<file path="config.mk">
export PLATFORM = sky130hd
export DESIGN_NAME = cp0_unit
export DESIGN_NICKNAME = d
export VERILOG_FILES = /design/src/rtl/cp0_unit.sv
export SDC_FILE = /design/constraint.sdc
export NUM_CORES = 1
export LEC_CHECK = 0
export BUFFER_PORTS_ARGS = -buffer_cell sky130_fd_sc_hd__buf_2
export CORE_ASPECT_RATIO = 1.5
export CORE_MARGIN = 3
export CORE_UTILIZATION = 49
export CTS_CLUSTER_DIAMETER = 120
export DETAILED_ROUTE_END_ITERATION = 6
export PLACE_DENSITY_LB_ADDON = 0.08
export SYNTH_ARGS = -nofsm -noshare
export SYNTH_HDL_FRONTEND = slang
export SYNTH_SLANG_ARGS = --single-unit
</file>
<file path="constraint.sdc">
create_clock -name clk -period 2.05 [get_ports clk]
set_input_delay 0.1025 -clock clk [delete_from_list [all_inputs] [get_ports clk]]
set_output_delay 0.1025 -clock clk [all_outputs]
set_load 0.1 [all_outputs]
</file>
<file path="src/rtl/cp0_unit.sv">
// Coprocessor-0 for the M stage: SR/Cause/EPC, exception and interrupt request, mfc0 reads.
// Optional feature: define CP0_PRID_EN to make register 15 read back PRID_VALUE.
module cp0_unit #(
    parameter logic [31:0] PRID_VALUE = 32'h2023_0007
) (
    input  logic        clk,
    input  logic        reset,
    input  logic        we,
    input  logic [4:0]  addr,
    input  logic [31:0] wdata,
    input  logic [31:0] vpc,
    input  logic        bd_in,
    input  logic [4:0]  exc_code_in,
    input  logic [5:0]  hw_int,
    input  logic        eret,
    output logic        req,
    output logic [31:0] cp0_rdata,
    output logic [31:0] epc_out
);

    localparam logic [4:0] ADDR_SR    = 5'd12;
    localparam logic [4:0] ADDR_CAUSE = 5'd13;
    localparam logic [4:0] ADDR_EPC   = 5'd14;
    localparam logic [4:0] ADDR_PRID  = 5'd15;

    logic [5:0]  sr_im_reg,     sr_im_next;
    logic        sr_exl_reg,    sr_exl_next;
    logic        sr_ie_reg,     sr_ie_next;
    logic        cause_bd_reg,  cause_bd_next;
    logic [5:0]  cause_ip_reg,  cause_ip_next;
    logic [4:0]  cause_exc_reg, cause_exc_next;
    logic [31:0] epc_reg,       epc_next;

    logic [5:0]  int_pend;
    logic        int_req;
    logic        exc_req;
    logic        sr_wr;
    logic        epc_wr;
    logic [31:0] sr_value;
    logic [31:0] cause_value;

    genvar gi;
    generate
        for (gi = 0; gi < 6; gi++) begin : g_int_pend
            assign int_pend[gi] = hw_int[gi] & sr_im_reg[gi];
        end
    endgenerate

    // EXL masks both sources, so nothing nests inside a handler.
    assign int_req = (|int_pend) & sr_ie_reg & ~sr_exl_reg;
    assign exc_req = (exc_code_in != 5'd0) & ~sr_exl_reg;
    assign req     = int_req | exc_req;

    // A taken request discards any mtc0 issued alongside it.
    assign sr_wr  = we & ~req & (addr == ADDR_SR);
    assign epc_wr = we & ~req & (addr == ADDR_EPC);

    always_comb begin
        sr_im_next     = sr_im_reg;
        sr_exl_next    = sr_exl_reg;
        sr_ie_next     = sr_ie_reg;
        cause_bd_next  = cause_bd_reg;
        cause_ip_next  = hw_int;
        cause_exc_next = cause_exc_reg;
        epc_next       = epc_reg;

        if (sr_wr) begin
            sr_im_next  = wdata[15:10];
            sr_exl_next = wdata[1];
            sr_ie_next  = wdata[0];
        end
        if (epc_wr) begin
            epc_next = wdata;
        end

        // eret overrides an SR write for EXL, but a request overrides eret.
        if (req) begin
            sr_exl_next    = 1'b1;
            cause_exc_next = int_req ? 5'd0 : exc_code_in;
            cause_bd_next  = bd_in;
            epc_next       = bd_in ? (vpc - 32'd4) : vpc;
        end else if (eret) begin
            sr_exl_next = 1'b0;
        end
    end

    always_ff @(posedge clk) begin
        if (reset) begin
            sr_im_reg     <= 6'd0;
            sr_exl_reg    <= 1'b0;
            sr_ie_reg     <= 1'b0;
            cause_bd_reg  <= 1'b0;
            cause_ip_reg  <= 6'd0;
            cause_exc_reg <= 5'd0;
            epc_reg       <= 32'd0;
        end else begin
            sr_im_reg     <= sr_im_next;
            sr_exl_reg    <= sr_exl_next;
            sr_ie_reg     <= sr_ie_next;
            cause_bd_reg  <= cause_bd_next;
            cause_ip_reg  <= cause_ip_next;
            cause_exc_reg <= cause_exc_next;
            epc_reg       <= epc_next;
        end
    end

    assign sr_value    = {16'd0, sr_im_reg, 8'd0, sr_exl_reg, sr_ie_reg};
    assign cause_value = {cause_bd_reg, 15'd0, cause_ip_reg, 3'd0, cause_exc_reg, 2'd0};

`ifdef CP0_PRID_EN
    always_comb begin
        cp0_rdata = 32'd0;
        case (addr)
            ADDR_SR:    cp0_rdata = sr_value;
            ADDR_CAUSE: cp0_rdata = cause_value;
            ADDR_EPC:   cp0_rdata = epc_reg;
            ADDR_PRID:  cp0_rdata = PRID_VALUE;
            default:    cp0_rdata = 32'd0;
        endcase
    end
`else
    logic unused_prid;
    assign unused_prid = (^PRID_VALUE) ^ (^ADDR_PRID);

    always_comb begin
        cp0_rdata = 32'd0;
        case (addr)
            ADDR_SR:    cp0_rdata = sr_value;
            ADDR_CAUSE: cp0_rdata = cause_value;
            ADDR_EPC:   cp0_rdata = epc_reg;
            default:    cp0_rdata = 32'd0;
        endcase
    end
`endif

    // Forward an in-flight EPC write so an eret right behind mtc0 sees it.
    assign epc_out = epc_wr ? wdata : epc_reg;

endmodule

</file>
==> impl_metrics.json <==
{
  "outcome": "complete, but fails checks",
  "violations": "negative setup slack",
  "synth_cells": 436,
  "n_antenna_cell": 0,
  "critPathKind": "reg2out",
  "viasPerCell": 6.902,
  "seqPwrFrac": 0.349,
  "min_period_ns": 2.311,
  "fin_worst_skew_ns": 0.01616,
  "ant_nets": 0,
  "grt_setup_unrepaired": "yes",
  "grt_pass1_wl_mm": 25.95,
  "die_y_um": 113.2,
  "synthToLayoutAreaGrowth_pct": 64.92,
  "antenna_found_initial": 0,
  "grt_use_total": 0.3737,
  "syn_area_um2": 3752,
  "async_flop_share": 0,
  "slew_viol_final": 0,
  "final_nets": 686,
  "path_clk_slew_ns": 0.11,
  "fmax_ghz": 0.4328,
  "finalWorstSetupSlack_ns": -0.2605,
  "finalSetupTns_ns": -7.870,
  "finalHoldViolCount": 0,
  "whs_ns": 0.008510,
  "die_area_um2": 8765,
  "initial_utilization": 0.5125,
  "grt_pass1_vias": 4815,
  "crit_path_max_fanout": 11,
  "synth.avg_cell_area_um2": 8.606,
  "gp_congestion": 0.9241,
  "cap_viol_max_count": 0,
  "dp_hpwl_mm": 10.59,
  "period_share": 1.127,
  "drc": 0,
  "netSwitchingPower_mw": 1.337,
  "final_area_um2": 6188,
  "drt-total-wl_mm": 17.46,
  "ios": 150,
  "clock_latency_ns": 0.33,
  "fp-row-count": 38,
  "drt_iter0_markers": 571,
  "cp-end-kind": "primary output",
  "synth-seq-cells": 52,
  "grt_max_degree": 50,
  "die_x_um": 77.45,
  "cts_tree": "done",
  "powerDensity_nw_per_um2": 536.8,
  "yosysWarnings": 0,
  "cts_sinks": 52,
  "largest_reg_flops": 32,
  "synth-seq-area-share": 0.2774,
  "synthFlopType": "dfxtp_1",
  "cts_hold_buf": 0,
  "syn-num-nets": 522,
  "p_leak_nw": 2.554,
  "ctsRootBufferMaster": "clkbuf_8",
  "start_kind": "flip-flop",
  "num_vias": 4838,
  "grt-ovfl-total": 0,
  "cts_made_buffers": 5,
  "wl_per_cell_um": 24.91,
  "ir_drop_mv": 0.3163,
  "p_int_mw": 1.985,
  "setup_violations": 33,
  "dpl_cell_area_um2": 5534,
  "htree_levels": 2,
  "clk_path_buf_depth": 2,
  "pwr-share-clk": 0.225,
  "p_comb_frac": 0.426,
  "cp.arrival_ns": 2.21,
  "place_ws_ns": -0.1467,
  "core_um2": 7322,
  "synth-edff-count": 0,
  "ys_types": 60,
  "port_buffers": 149,
  "drive_gt1_frac": 0.4210,
  "min_path_type": "in2reg",
  "first_pass_iters": 5,
  "required_ns": 1.95,
  "n_fill_cell": 405,
  "tightestPinTransition_ns": 0.5700,
  "switching_share": 0.4025,
  "slew_headroom": 0.6101
}
-- path summary, 6_finish.rpt --
path                                   start         endpoint  slack [ns]  cells past startpoint
worst max-delay path            sr_im_reg[4]      epc_out[12]       -0.26                      8
worst min-delay path               hw_int[4]  cause_ip_reg[4]       0.009                      2
worst max register to register  sr_im_reg[4]       epc_reg[6]        0.01                      7
worst min register to register    epc_reg[0]       epc_reg[0]        0.54                      2
-- placed cells by master (no fill, tap or decap), types with 6 or more instances in the layout --
cell | Yosys | layout
mux2i_1 | 19 | 19
buf_12 | 0 | 68
a311oi_1 | 14 | 13
a22o_1 | 8 | 8
nor2_1 | 12 | 12
a2111oi_0 | 25 | 22
a211oi_1 | 14 | 14
o21ai_0 | 15 | 12
nand3_1 | 10 | 10
inv_1 | 6 | 6
nand2_1 | 29 | 29
buf_2 | 4 | 84
and3_1 | 43 | 43
or4_1 | 12 | 12
nor3_1 | 10 | 10
o31ai_1 | 7 | 7
or3_1 | 8 | 8
dfxtp_1 | 52 | 48
mux2_4 | 0 | 31
buf_4 | 3 | 34
xor2_1 | 9 | 9
nor2b_1 | 7 | 6
-- cell families (layout without fill, tap and decap cells) --
family / count (synthesis) / count (layout) / synth area share
adders and majority gates: 1 / 1 / 0.003334
buffers and inverters: 43 / 208 / 0.04735
DFF: 52 / 52 / 0.2774
xor gates and xnor gates: 14 / 14 / 0.03268
muxes: 51 / 51 / 0.1467
and+or+nand+nor: 165 / 165 / 0.2641
AOI/OAI and AO/OA: 110 / 110 / 0.2284
-- through the flow --
step | power, mW | cells | util
final | 3.322 | 701 | 0.8452
after global routing | 3.395 | 701 | 0.8452
after CTS | 3.270 | 698 | 0.8361
after detailed placement | 2.376 | 685 | 0.7558
after global placement | 2.356 | 685 | 0.7558
after floorplan | 1.990 | 436 | -
-- worst max-delay path, cell delays in order (launching register included) --
cell and delay [ns]:
dfxtp_2 0.35, a22oi_2 0.22, buf_4 0.18, a311oi_4 0.12
nor3_4 0.18, buf_6 0.16, buf_12 0.15, mux2_4 0.33
buf_12 0.17
-- Yosys cell counts, types with 2 or more instances --
cell	instances	area, um^2
nand4_1	4	25.02
xnor2_1	5	43.79
nor4b_1	2	17.52
buf_4	3	22.52
buf_2	4	20.02
a211oi_1	14	105.1
nand4b_1	4	35.03
nor3b_1	2	15.01
or4_1	12	90.09
nand3_1	10	50.05
nand4bb_1	2	22.52
inv_1	6	22.52
nand3b_1	2	15.01
a311oi_1	14	122.6
o41ai_1	4	35.03
o31a_1	2	17.52
o31ai_1	7	52.55
nor2b_1	7	43.79
nor4_1	5	31.28
a2111oi_0	25	219.0
a22o_1	8	70.07
xor2_1	9	78.83
or3_1	8	50.05
a22oi_1	3	22.52
dfxtp_1	52	1041
and3_1	43	269.0
a21oi_1	5	25.02
a41o_1	2	20.02
nor3_1	10	50.05
nor2_1	12	45.04
or2_2	2	12.51
nand2_1	29	108.9
clkbuf_1	28	105.1
mux2_2	31	349.1
nand2b_1	2	12.51
a31oi_1	2	12.51
o21ai_0	15	75.07
mux2i_1	19	190.2
-- routing by layer --
| metal | vias to the layer above | wire [um] | global-route usage |
|---|---|---|---|
| li1 | 2069 | - | - |
| met1 | 2278 | 5906 | 0.4059 |
| met2 | 392 | 8997 | 0.6734 |
| met3 | 99 | 1509 | 0.07086 |
| met4 | 0 | 1047 | 0.2067 |
| met5 | - | 0 | 0 |
-- layout make-up --
cell class	count	area, um^2	area share
repair buffers	193	2181	0.3524
inverters	7	26.28	0.004246
flip-flops and latches	52	1046	0.1690
clock buffers	5	68.82	0.01112
well taps	100	125.1	0.02022
clock inverters	3	46.29	0.007481
multi-input cells	341	2695	0.4355
-- what timing repair did --
action	4_1_cts	5_1_grt
setup buffers	4	1
endpoints found under the hold margin	0	0
cloned	2	2
setup endpoints to repair	33	36
pin swaps	2	0
resized for setup	107	4
-- power by group through the flow --
stage | Clock, mW | Sequential [mW] | Combinational (mW)
4_1_cts | 0.747 | 1.15 | 1.37
3_5_place_dp | 0 | 1.17 | 1.20
5_1_grt | 0.773 | 1.16 | 1.46
6_report | 0.749 | 1.16 | 1.41
2_1_floorplan | 0 | 1.14 | 0.845
3_3_place_gp | 0 | 1.17 | 1.19
Note: power is estimated with default switching activity, not from simulation.
